$ cat config.mk
export PLATFORM = sky130hd
export DESIGN_NAME = tw_arbiter
export DESIGN_NICKNAME = d
export VERILOG_FILES = /design/src/rtl/tw_pkg.sv /design/src/rtl/tw_rr_select.sv /design/src/rtl/tw_arbiter.sv
export SDC_FILE = /design/constraint.sdc
export NUM_CORES = 1
export LEC_CHECK = 0
export ABC_AREA = 1
export CORE_MARGIN = 2
export CORE_UTILIZATION = 40
export CTS_BUF_LIST = sky130_fd_sc_hd__clkbuf_2
export DETAILED_ROUTE_END_ITERATION = 6
export PLACE_DENSITY_LB_ADDON = 0.08
export SLEW_MARGIN = 20
export SYNTH_ARGS = -nofsm -noshare
export SYNTH_HDL_FRONTEND = slang
export SYNTH_SLANG_ARGS = --single-unit
$ cat constraint.sdc
create_clock -name in_clk -period 2.2 [get_ports in_clk]
set_input_delay 0.22 -clock in_clk [delete_from_list [all_inputs] [get_ports in_clk]]
set_output_delay 0.22 -clock in_clk [all_outputs]
set_load 0.01 [all_outputs]
$ cat src/rtl/tw_pkg.sv
// rtl/tw_pkg.sv - shared encodings and defaults for the three-wire arbiter
package tw_pkg;

    // FSM state encoding
    localparam logic [2:0] TW_IDLE      = 3'd0;
    localparam logic [2:0] TW_START     = 3'd1;
    localparam logic [2:0] TW_WAIT_BUSY = 3'd2;
    localparam logic [2:0] TW_WAIT_DONE = 3'd3;
    localparam logic [2:0] TW_COMPLETE  = 3'd4;

    // Default bus geometry of the three-wire master
    localparam int TW_DEF_ADDR_BITS = 9;
    localparam int TW_DEF_DATA_BITS = 16;

    // Operation codes carried on the mode line
    localparam logic TW_OP_READ  = 1'b0;
    localparam logic TW_OP_WRITE = 1'b1;

endpackage

$ cat src/rtl/tw_rr_select.sv
// rtl/tw_rr_select.sv - combinational round-robin picker
module tw_rr_select
    import tw_pkg::*;
#(
    parameter int NUM_REQ = 2,
    parameter int IDX_W   = $clog2(NUM_REQ)
) (
    input  logic [NUM_REQ-1:0] req_i,
    input  logic [IDX_W-1:0]   last_i,
    output logic [NUM_REQ-1:0] grant_o,
    output logic [IDX_W-1:0]   idx_o,
    output logic               valid_o
);

    // Walk forward from the slot after the previous winner; the first active requester wins.
    always_comb begin
        logic [IDX_W-1:0] cand;
        logic             found;
        grant_o = '0;
        idx_o   = '0;
        found   = 1'b0;
        cand    = '0;
        for (int off = 1; off <= NUM_REQ; off++) begin
            cand = IDX_W'((int'(last_i) + off) % NUM_REQ);
            if (!found && req_i[cand]) begin
                found          = 1'b1;
                grant_o[cand]  = 1'b1;
                idx_o          = cand;
            end
        end
        valid_o = found;
    end

endmodule

$ cat src/rtl/tw_arbiter.sv
// rtl/tw_arbiter.sv - round-robin arbiter sharing one three-wire master
module tw_arbiter
    import tw_pkg::*;
#(
    parameter int NUM_REQ       = 2,
    parameter int ADDR_BITS     = TW_DEF_ADDR_BITS,
    parameter int DATA_BITS     = TW_DEF_DATA_BITS,
    parameter int START_TIMEOUT = 15
) (
    input  logic                           in_clk,
    input  logic                           in_rst,
    input  logic [NUM_REQ-1:0]             in_req,
    input  logic [NUM_REQ-1:0]             in_mode_wr,
    input  logic [NUM_REQ*ADDR_BITS-1:0]   in_addr,
    input  logic [NUM_REQ*DATA_BITS-1:0]   in_wr_data,
    output logic [NUM_REQ-1:0]             out_grant,
    output logic [NUM_REQ-1:0]             out_done,
    output logic                           out_error,
    output logic [DATA_BITS-1:0]           out_rd_data,
    output logic                           out_tw_start,
    output logic                           out_tw_mode_wr,
    output logic [ADDR_BITS-1:0]           out_tw_addr,
    output logic [DATA_BITS-1:0]           out_tw_wr_data,
    input  logic [DATA_BITS-1:0]           in_tw_rd_data,
    input  logic                           in_tw_in_progress
);

    localparam int IDX_W = $clog2(NUM_REQ);
    localparam int CNT_W = $clog2(START_TIMEOUT + 1);

    logic [2:0]           state_q, state_d;
    logic [CNT_W-1:0]     cnt_q, cnt_d;
    logic [IDX_W-1:0]     last_q, last_d;
    logic                 timeout_hit;

    logic [NUM_REQ-1:0]   grant_q, grant_d;
    logic [NUM_REQ-1:0]   done_q, done_d;
    logic                 error_q, error_d;
    logic [DATA_BITS-1:0] rd_data_q, rd_data_d;
    logic                 start_q, start_d;
    logic                 mode_q, mode_d;
    logic [ADDR_BITS-1:0] addr_q, addr_d;
    logic [DATA_BITS-1:0] wr_data_q, wr_data_d;

    logic [NUM_REQ-1:0]   sel_grant;
    logic [IDX_W-1:0]     sel_idx;
    logic                 sel_valid;

    tw_rr_select #(
        .NUM_REQ (NUM_REQ),
        .IDX_W   (IDX_W)
    ) u_rr_select (
        .req_i   (in_req),
        .last_i  (last_q),
        .grant_o (sel_grant),
        .idx_o   (sel_idx),
        .valid_o (sel_valid)
    );

    // State, counter, round-robin pointer and all output registers.
    always_ff @(posedge in_clk or posedge in_rst) begin
        if (in_rst) begin
            state_q   <= TW_IDLE;
            cnt_q     <= '0;
            last_q    <= IDX_W'(NUM_REQ - 1);
            grant_q   <= '0;
            done_q    <= '0;
            error_q   <= 1'b0;
            rd_data_q <= '0;
            start_q   <= 1'b0;
            mode_q    <= 1'b0;
            addr_q    <= '0;
            wr_data_q <= '0;
        end else begin
            state_q   <= state_d;
            cnt_q     <= cnt_d;
            last_q    <= last_d;
            grant_q   <= grant_d;
            done_q    <= done_d;
            error_q   <= error_d;
            rd_data_q <= rd_data_d;
            start_q   <= start_d;
            mode_q    <= mode_d;
            addr_q    <= addr_d;
            wr_data_q <= wr_data_d;
        end
    end

    // Next-state logic: arbitration, start handshake, busy wait with a saturating timeout.
    always_comb begin
        state_d     = state_q;
        cnt_d       = cnt_q;
        last_d      = last_q;
        timeout_hit = 1'b0;
        case (state_q)
            TW_IDLE: begin
                if (sel_valid) begin
                    state_d = TW_START;
                    last_d  = sel_idx;
                end
            end
            TW_START: begin
                state_d = TW_WAIT_BUSY;
                cnt_d   = '0;
            end
            TW_WAIT_BUSY: begin
                if (in_tw_in_progress) begin
                    state_d = TW_WAIT_DONE;
                end else begin
                    if (cnt_q != CNT_W'(START_TIMEOUT)) begin
                        cnt_d = cnt_q + CNT_W'(1);
                    end
                    if (cnt_q >= CNT_W'(START_TIMEOUT - 1)) begin
                        state_d     = TW_COMPLETE;
                        timeout_hit = 1'b1;
                    end
                end
            end
            TW_WAIT_DONE: begin
                if (!in_tw_in_progress) begin
                    state_d = TW_COMPLETE;
                end
            end
            TW_COMPLETE: begin
                state_d = TW_IDLE;
            end
            default: begin
                state_d = TW_IDLE;
                cnt_d   = '0;
            end
        endcase
    end

    // Next values of the registered outputs, decided from the transition being taken.
    always_comb begin
        grant_d   = grant_q;
        done_d    = '0;
        error_d   = 1'b0;
        rd_data_d = rd_data_q;
        start_d   = 1'b0;
        mode_d    = mode_q;
        addr_d    = addr_q;
        wr_data_d = wr_data_q;
        case (state_q)
            TW_IDLE: begin
                if (sel_valid) begin
                    grant_d   = sel_grant;
                    start_d   = 1'b1;
                    mode_d    = in_mode_wr[sel_idx] ? TW_OP_WRITE : TW_OP_READ;
                    addr_d    = in_addr[int'(sel_idx)*ADDR_BITS +: ADDR_BITS];
                    wr_data_d = in_wr_data[int'(sel_idx)*DATA_BITS +: DATA_BITS];
                end
            end
            TW_START: begin
            end
            TW_WAIT_BUSY: begin
                if (timeout_hit) begin
                    done_d    = grant_q;
                    error_d   = 1'b1;
                    rd_data_d = '0;
                end
            end
            TW_WAIT_DONE: begin
                if (!in_tw_in_progress) begin
                    done_d    = grant_q;
                    rd_data_d = (mode_q == TW_OP_READ) ? in_tw_rd_data : '0;
                end
            end
            TW_COMPLETE: begin
                grant_d = '0;
            end
            default: begin
                grant_d   = '0;
                rd_data_d = '0;
                mode_d    = 1'b0;
                addr_d    = '0;
                wr_data_d = '0;
            end
        endcase
    end

    assign out_grant      = grant_q;
    assign out_done       = done_q;
    assign out_error      = error_q;
    assign out_rd_data    = rd_data_q;
    assign out_tw_start   = start_q;
    assign out_tw_mode_wr = mode_q;
    assign out_tw_addr    = addr_q;
    assign out_tw_wr_data = wr_data_q;

endmodule
==> flow_summary.json, run 1 <==
{
  "grt_antenna_before_repair": 0,
  "grt_usage": 0.181,
  "slowest_delay_ns": 0.48,
  "stdcell_area_um2": 4250,
  "grt_max_degree": 57,
  "clock_latency_ns": 0.44,
  "ys_seq_area_frac": 0.484,
  "die_area_um2": 7950,
  "avgSynthCellArea_um2": 7.23,
  "ant_nets": 0,
  "grt_pass1_vias": 2510,
  "cts_tree": "done",
  "cp-start-kind": "flip-flop",
  "drt_first_pass_iters": 6,
  "syn-cell-area_um2": 2900,
  "setup_tns_ns": 0,
  "place_area_um2": 4180,
  "p_leak_nw": 2.20,
  "finalHoldViolations": 0,
  "required_ns": 2.59,
  "syn_nets": 476,
  "ys.flop_type": "dfrtp_1",
  "path_buf_inv": 2,
  "syn2layout_area_growth_pct": 46.4,
  "clkTransAtPathRegs_ns": 0.28,
  "cap_viol_max_count": 0,
  "status": "complete, no violations",
  "cp.arrival_ns": 2.10,
  "cts-hold-fix-buffers": 0,
  "wl_um": 7130,
  "port_buffers": 120,
  "relSlewSlack": 0.688,
  "wire_per_inst_um": 11.6,
  "tightestPinTransition_ns": 0.466,
  "yosysWarnings": 0,
  "pwr_density_cell_nw_per_um2": 1090,
  "grt_pass1_wl_um": 11400,
  "pin_count": 121,
  "ir_drop_mv": 0.493,
  "worstPathCellList": "inv_1, ha_1, inv_1, nand2_1, nand3_1, nand2_2, nand3_4, nand2_1, nand2_1",
  "dieHeight_um": 89.2,
  "ys_types": 26,
  "layout_min_cycle_time_ns": 1.71,
  "critPathSlowestCell": "dfrtp_1",
  "fill_cells": 674,
  "cts_resized": 0,
  "cts_buffer_depth": 2,
  "critical_path.top_delay_family": "simple AND/OR/NAND/NOR gates",
  "cts-buffers-inserted": 5,
  "place_congestion": 0.817,
  "n_antenna_cell": 0,
  "crit_fanout": 17,
  "drv_slew": 0,
  "synth-async-reset-ratio": 1.00,
  "grt_remaining_overflow": 0,
  "cp_common_cell": "nand2_1",
  "netlist_instances": 401,
  "core_area_um2": 7140,
  "h-tree-depth": 2,
  "drive_gt1_frac": 0.0541,
  "dp_hpwl_um": 5210,
  "hold_class": "in2async",
  "period_share": 0.779,
  "cts_sinks": 56,
  "start_util": 0.406,
  "vias_per_cell": 4.54,
  "max_freq_mhz": 583,
  "die_w_um": 89.2,
  "drtIter0Drc": 135,
  "fin_skew_ns": 0.0263,
  "vias": 2799,
  "grt_setup_unrepaired": "false",
  "rows": 31,
  "drc": 0,
  "cts_setup_buffers": 0,
  "ys_seq_elements": 56,
  "final_nets": 592,
  "end_kind": "flip-flop",
  "critPathKind": "reg2reg",
  "ctsRootBufferMaster": "clkbuf_2",
  "synth-edff-count": 0,
  "finalSetupViolCount": 0
}
## final cells by class
type / count / area, um^2 / share of cell area
Tap cell: 99 / 124 / 0.0292
Multi-Input combinational cell: 310 / 1340 / 0.316
Timing Repair Buffer: 123 / 1240 / 0.291
Sequential cell: 56 / 1400 / 0.330
Clock inverter: 3 / 37.5 / 0.00884
Inverter: 21 / 78.8 / 0.0186
Clock buffer: 5 / 25.0 / 0.00589
## per-stage QoR
step | hold slack, ns | setup WS [ns] | cells | power, mW | util
global placement | 0.453 | 0.470 | 609 | 4.13 | 0.586
detailed placement | 0.457 | 0.398 | 609 | 4.16 | 0.586
CTS | 0.0704 | 0.475 | 617 | 4.67 | 0.595
floorplan | 0.422 | 0.610 | 401 | 3.12 | -
finish | 0.0814 | 0.486 | 617 | 4.61 | 0.595
global route | 0.0591 | 0.270 | 617 | 5.04 | 0.595
## sequential cells by signal (all words and copies together) (netlist names)
name and cells:
out_done 2, out_tw_mode_wr 1, state_q 3, out_grant 2, out_error 1, out_tw_addr 9, last_q 1, cnt_q 4
out_tw_start 1, out_tw_wr_data 16, out_rd_data 16
## kinds of logic (layout without fill, tap and decap cells)
| logic type | Yosys count | after routing | share of synthesized area |
|---|---|---|---|
| XOR/XNOR | 2 | 2 | 0.00604 |
| AO/OA/AOI/OAI | 9 | 9 | 0.0198 |
| adder cells (fa/ha/maj) | 2 | 2 | 0.00863 |
| AND/OR/NAND/NOR | 297 | 297 | 0.428 |
| flip-flops | 56 | 56 | 0.484 |
| buffers and inverters | 35 | 152 | 0.0535 |
## final timing paths
path	cells past startpoint	endpoint	start	slack, ns
worst min-delay path	3	out_tw_addr[3]$_DFFE_PP0P_	in_rst	0.08
worst max-delay path	9	out_rd_data[1]$_DFFE_PP0P_	cnt_q[0]$_DFFE_PP0P_	0.49
max in group asynchronous	3	last_q$_DFFE_PP1P_	in_rst	1.79
min in group in_clk	5	out_tw_addr[3]$_DFFE_PP0P_	in_addr[12]	0.36
worst max register to register	9	out_rd_data[1]$_DFFE_PP0P_	cnt_q[0]$_DFFE_PP0P_	0.49
worst min register to register	2	out_tw_wr_data[8]$_DFFE_PP0P_	out_tw_wr_data[8]$_DFFE_PP0P_	0.50
## synthesized netlist by cell type (3+ instances only)
cell	count	share of area
a21oi_1	3	0.0052
buf_2	7	0.012
dfrtp_1	55	0.47
inv_1	15	0.019
inv_2	5	0.0065
nand2_1	235	0.30
nand2_2	3	0.0065
nand3_1	6	0.010
nand3_4	3	0.018
nand4_1	18	0.039
nor2_1	27	0.035
o21ai_0	4	0.0069
## layer usage
metal | global-route usage | wire length (um) | vias to the layer above
met5 | 0 | 0 | -
met2 | 0.288 | 3260 | 108
met4 | 0.0475 | 16 | 0
li1 | - | - | 1467
met1 | 0.240 | 3210 | 1222
met3 | 0.0591 | 635 | 2
## cells in the final DEF (no fill, tap or decap), drive strengths merged
| master | count |
|---|---|
| a31oi | 1 |
| dfrtp | 55 |
| xor2 | 2 |
| nand4 | 18 |
| o21ai | 5 |
| inv | 20 |
| dfstp | 1 |
| nand2 | 239 |
| bufinv | 1 |
| a21oi | 3 |
| buf | 3 |
| clkdlybuf4s50 | 120 |
| clkbuf | 5 |
| clkinv | 3 |
| nor2 | 30 |
| nand3 | 10 |
| ha | 2 |
## power breakdown
group / switching (mW) / internal, mW
logic: 1.38 / 1.07
registers: 0.248 / 1.41
clock network: 0.317 / 0.185
## worst register-to-register path, stage by stage (launching register included)
cell and delay (ns):
dfrtp_1 0.48, inv_1 0.09, ha_1 0.14, inv_1 0.03, nand2_1 0.07, nand3_1 0.12, nand2_2 0.29, nand3_4 0.25
nand2_1 0.13, nand2_1 0.05
No activity file was read; power rests on OpenSTA's default activity.
==> run 2: changes to the inputs <==
- clock period: 2.2 -> 1.8 ns (I/O delays scaled with it)
==> run 2 against run 1 <==
Effect of this change:
- via count rose by 1.9%
- global-route usage rose by 0.39 points
- core utilization is 0.70 points higher
- final area rose by 1.2%
- sequential power up 22%
==> flow_summary.json, run 2 (same netlist as run 1, synthesis figures left out) <==
{
  "holdPathStages": 5,
  "cp.arrival_ns": 1.44,
  "layout_min_cycle_time_ns": 1.62,
  "tightestPinTransition_ns": 0.454,
  "final_common_cell": "nand2_1",
  "syn2layout_area_growth_pct": 48.1,
  "final_cell_mix": "nand2_1 (235), clkdlybuf4s50_1 (120), dfrtp_1 (55)",
  "dp_hpwl_um": 5450,
  "r2r_slack_ns": 0.23,
  "rows": 31,
  "start_util": 0.406,
  "grt_setup_unrepaired": "false",
  "drive_gt1_frac": 0.0668,
  "ctsRootBufferMaster": "clkbuf_2",
  "drc": 0,
  "relSlewSlack": 0.697,
  "grt_pass1_wl_um": 11600,
  "p_switching_mw": 2.39,
  "p_seq_frac": 0.354,
  "path_buf_inv": 1,
  "clock_latency_ns": 0.43,
  "grt_antenna_before_repair": 0,
  "cap_viol_max_count": 0,
  "ir_drop_mv": 0.475,
  "die_area_um2": 7950,
  "fin_skew_ns": 0.0130,
  "port_buffers": 120,
  "vias": 2852,
  "cts_setup_buffers": 0,
  "cts_sinks": 56,
  "cts-buffers-inserted": 5,
  "regToRegEndpoint": "out_rd_data[14]$_DFFE_PP0P_",
  "cp-start-kind": "flip-flop",
  "n_antenna_cell": 0,
  "final_nets": 598,
  "pwr_density_cell_nw_per_um2": 1330,
  "dp_cells": 614,
  "ant_nets": 0,
  "grt_max_degree": 29,
  "status": "complete, no violations",
  "p_leak_nw": 2.23,
  "cts_tree": "done",
  "period_share": 0.901,
  "whs_ns": 0.338,
  "swShare": 0.419,
  "place_congestion": 0.825,
  "hold_class": "in2reg",
  "slowest_delay_ns": 0.56,
  "vias_per_cell": 4.58,
  "whs_endpoint": "out_tw_wr_data[10]$_DFFE_PP0P_",
  "drt_first_pass_iters": 4,
  "wl_um": 7200,
  "setup_tns_ns": 0,
  "wire_per_inst_um": 11.6,
  "critPathSlowestCell": "clkdlybuf4s50_1",
  "grt_usage": 0.185,
  "pwr-share-comb": 0.539,
  "rr_worst_depth": 9,
  "worstPathCellList": "clkdlybuf4s50_1",
  "max_freq_mhz": 617,
  "die_w_um": 89.2,
  "finalSetupViolCount": 0,
  "timing.rr.start": "cnt_q[0]$_DFFE_PP0P_",
  "drtIter0Drc": 93,
  "critPathKind": "reg2out",
  "dieHeight_um": 89.2,
  "fill_cells": 695,
  "core_area_um2": 7140,
  "crit_fanout": 3,
  "clkTransAtPathRegs_ns": 0.26,
  "end_kind": "output pin",
  "critical_path.top_delay_family": "buffers and inverters",
  "internal_power_mw": 3.31,
  "cts_buffer_depth": 2,
  "instances_no_fill": 623,
  "grt_pass1_vias": 2649,
  "drv_slew": 0,
  "clkPwrFrac": 0.107,
  "startpoint": "out_tw_mode_wr$_DFFE_PP0P_",
  "grt_remaining_overflow": 0,
  "hp-start": "in_wr_data[26]",
  "h-tree-depth": 2,
  "pin_count": 121,
  "finalHoldViolations": 0,
  "required_ns": 1.62
}
-- run 2: per-layer routing --
layer	vias to the layer above	share of wire	track usage
li1	1477	-	-
met1	1269	0.43	0.229
met2	97	0.47	0.314
met3	9	0.086	0.0600
met4	0	0.015	0.0448
met5	-	0	0
-- run 2: how the worst max path moves through the flow --
stage                     depth (start not counted)  slack [ns]                              to
final                                             1        0.18                  out_tw_mode_wr
after global routing                              7        0.05  out_tw_wr_data[13]$_DFFE_PP0P_
after CTS                                         1        0.14                  out_tw_mode_wr
after detailed placement                          9        0.08  out_tw_wr_data[13]$_DFFE_PP0P_
after global placement                            9        0.14      out_tw_addr[7]$_DFFE_PP0P_
after floorplan                                   1        0.25            cnt_q[0]$_DFFE_PP0P_
-- run 2: through the flow --
step	cell area, um^2	worst slack (ns)	util	power, mW
floorplan	2900	0.250	-	3.82
global placement	4220	0.143	0.592	5.09
detailed placement	4220	0.0817	0.592	5.15
CTS	4300	0.142	0.602	5.78
global route	4300	0.0513	0.602	6.24
finish	4300	0.179	0.602	5.70
-- run 2: final cells by class --
class                   count  area [um^2]  area share
well taps                  99          124      0.0288
multi-input cells         310         1340       0.312
inverters                  21         78.8      0.0183
clock inverters             2         35.0     0.00815
clock buffers               6         30.0     0.00699
flip-flops and latches     56         1400       0.326
repair buffers            129         1280       0.299
-- run 2: timing repair --
item                                   CTS  global route
endpoints found under the hold margin    8             0
resized for setup                        0             0
hold buffers                             1             0
-- run 2: power by group through the flow --
stage          clock network, mW  logic, mW  registers (mW)
6_report                   0.611       3.07            2.02
5_1_grt                    0.689       3.46            2.09
4_1_cts                    0.637       3.12            2.02
3_5_place_dp                   0       3.12            2.04
3_3_place_gp                   0       3.06            2.03
2_1_floorplan                  0       1.62            2.20
==> run 3: changes to the inputs <==
- SLEW_MARGIN: 20 -> 25
==> results of run 3 <==
Same layout as run 2: the final DEF is identical, and so are final timing and power.
==> RTL edit, RTL diff (settings of run 2) <==
The package constant `TW_DEF_ADDR_BITS` goes from 9 to 10.
--- a/src/rtl/tw_pkg.sv
+++ b/src/rtl/tw_pkg.sv
@@ -11,3 +11,3 @@
     // Default bus geometry of the three-wire master
-    localparam int TW_DEF_ADDR_BITS = 9;
+    localparam int TW_DEF_ADDR_BITS = 10;
     localparam int TW_DEF_DATA_BITS = 16;
Ports: changed (resized in_addr and out_tw_addr); port bits go from 121 to 124. No check against the original RTL was run, so the function may have changed too.
==> RTL edit against run 2 <==
Via count up 2.4%. Critical path depth unchanged. Largest power group unchanged. Area after synthesis up 2.8%. Sequential cell count up 1. Core utilization up 0.50 points. Final area up 2.5%. Synthesized cell count up 2.0%. Routed wire length up 3.4%. Critical path type unchanged. Die area up 2.7%. Power up 2.5%. Setup slack better by 0.030 ns.
==> RTL edit: results (changes against run 2) <==
\begin{tabular}{lr}
\hline
Metric & Value \\
\hline
\multicolumn{2}{l}{\textbf{STA}} \\
Final clock skew & 0.0238 ns (was 0.0130 ns) \\
\multicolumn{2}{l}{\textbf{Placement}} \\
Area post-placement & 4320 um2 (was 4220 um2) \\
Cell Count Post-Placement & 624 (was 614) \\
DPL Wire Length & 5.52 mm (was 5.45 mm) \\
Worst-case setup slack after placement & 0.0700 ns (was 0.0817 ns) \\
\multicolumn{2}{l}{\textbf{Synth}} \\
Post-synth top cells & 240 x sky130\_fd\_sc\_hd\_\_nand2\_1, 56 x sky130\_fd\_sc\_hd\_\_dfrtp\_1, 28 x sky130\_fd\_sc\_hd\_\_nor2\_1 (was 235 x sky130\_fd\_sc\_hd\_\_nand2\_1, 55 x sky130\_fd\_sc\_hd\_\_dfrtp\_1, 27 x sky130\_fd\_sc\_hd\_\_nor2\_1) \\
Synthesis-stage register bit count & 57 (was 56) \\
Yosys cell types & 24 (was 26) \\
Total nets after synthesis & 486 (was 476) \\
\multicolumn{2}{l}{\textbf{Final layout}} \\
Count of fill cells added during filler insertion & 704 (was 695) \\
Final core utilization & 60.7\% (was 60.2\%) \\
Ratio of cells with drive above 1 in the final layout & 7.39\% (was 6.68\%) \\
Number of clock-tree buffers in the layout & 9 (was 6) \\
Register Area & 1430 um2 (was 1400 um2) \\
Post-route non-filler standard cell count & 640 (was 623) \\
\multicolumn{2}{l}{\textbf{Power}} \\
Power density over the cells & 1330 nW/um2 (about the same) \\
Power share of the clock group & 10.1\% (was 10.7\%) \\
Maximum VDD drop & 0.000518 V (was 0.000475 V) \\
\multicolumn{2}{l}{\textbf{Clock network}} \\
CTS clk-pin slew, worst paths & 0.16 ns (was 0.26 ns) \\
Depth of the CTS H-tree & 3 (was 2) \\
\multicolumn{2}{l}{\textbf{Drt}} \\
Number of detailed-route iterations in the first pass & 5 (was 4) \\
Total detailed-routing wirelength & 7.45 mm (was 7.20 mm) \\
Number of vias per cell & 4.56 (was 4.58) \\
\multicolumn{2}{l}{\textbf{Status}} \\
Run status & finished clean (unchanged) \\
\multicolumn{2}{l}{\textbf{Worst hold path}} \\
Hold path endpoint & out\_tw\_wr\_data[6] (was out\_tw\_wr\_data[10]) \\
\multicolumn{2}{l}{\textbf{Setup path}} \\
FF-to-FF End & out\_tw\_wr\_data[2] (was out\_rd\_data[14]) \\
\multicolumn{2}{l}{\textbf{GRT}} \\
Number of global-route vias before repair & 2662 (was 2649) \\
First-pass GRT wire length & 12.4 mm (was 11.6 mm) \\
\hline
\end{tabular}
-- RTL edit: cell count changes after synthesis --
| cell | delta |
|---|---|
| sky130_fd_sc_hd__inv_2 | +1 |
| sky130_fd_sc_hd__buf_6 | +3 |
| sky130_fd_sc_hd__nand2_4 | +2 |
| sky130_fd_sc_hd__nor2_1 | +1 |
| sky130_fd_sc_hd__nand2_2 | -1 |
| sky130_fd_sc_hd__clkinv_1 | -1 |
| sky130_fd_sc_hd__buf_4 | -1 |
| sky130_fd_sc_hd__buf_2 | +1 |
| sky130_fd_sc_hd__nor2_2 | -1 |
| sky130_fd_sc_hd__dfrtp_1 | +1 |
| sky130_fd_sc_hd__buf_1 | -2 |
| sky130_fd_sc_hd__nand2_1 | +5 |
-- RTL edit: per-layer routing --
metal / up-vias / track usage [%]
met5: - / 0
met4: 0 / 7.44
met3: 9 / 6.43
met2: 100 / 30.7
met1: 1287 / 23.0
li1: 1525 / -
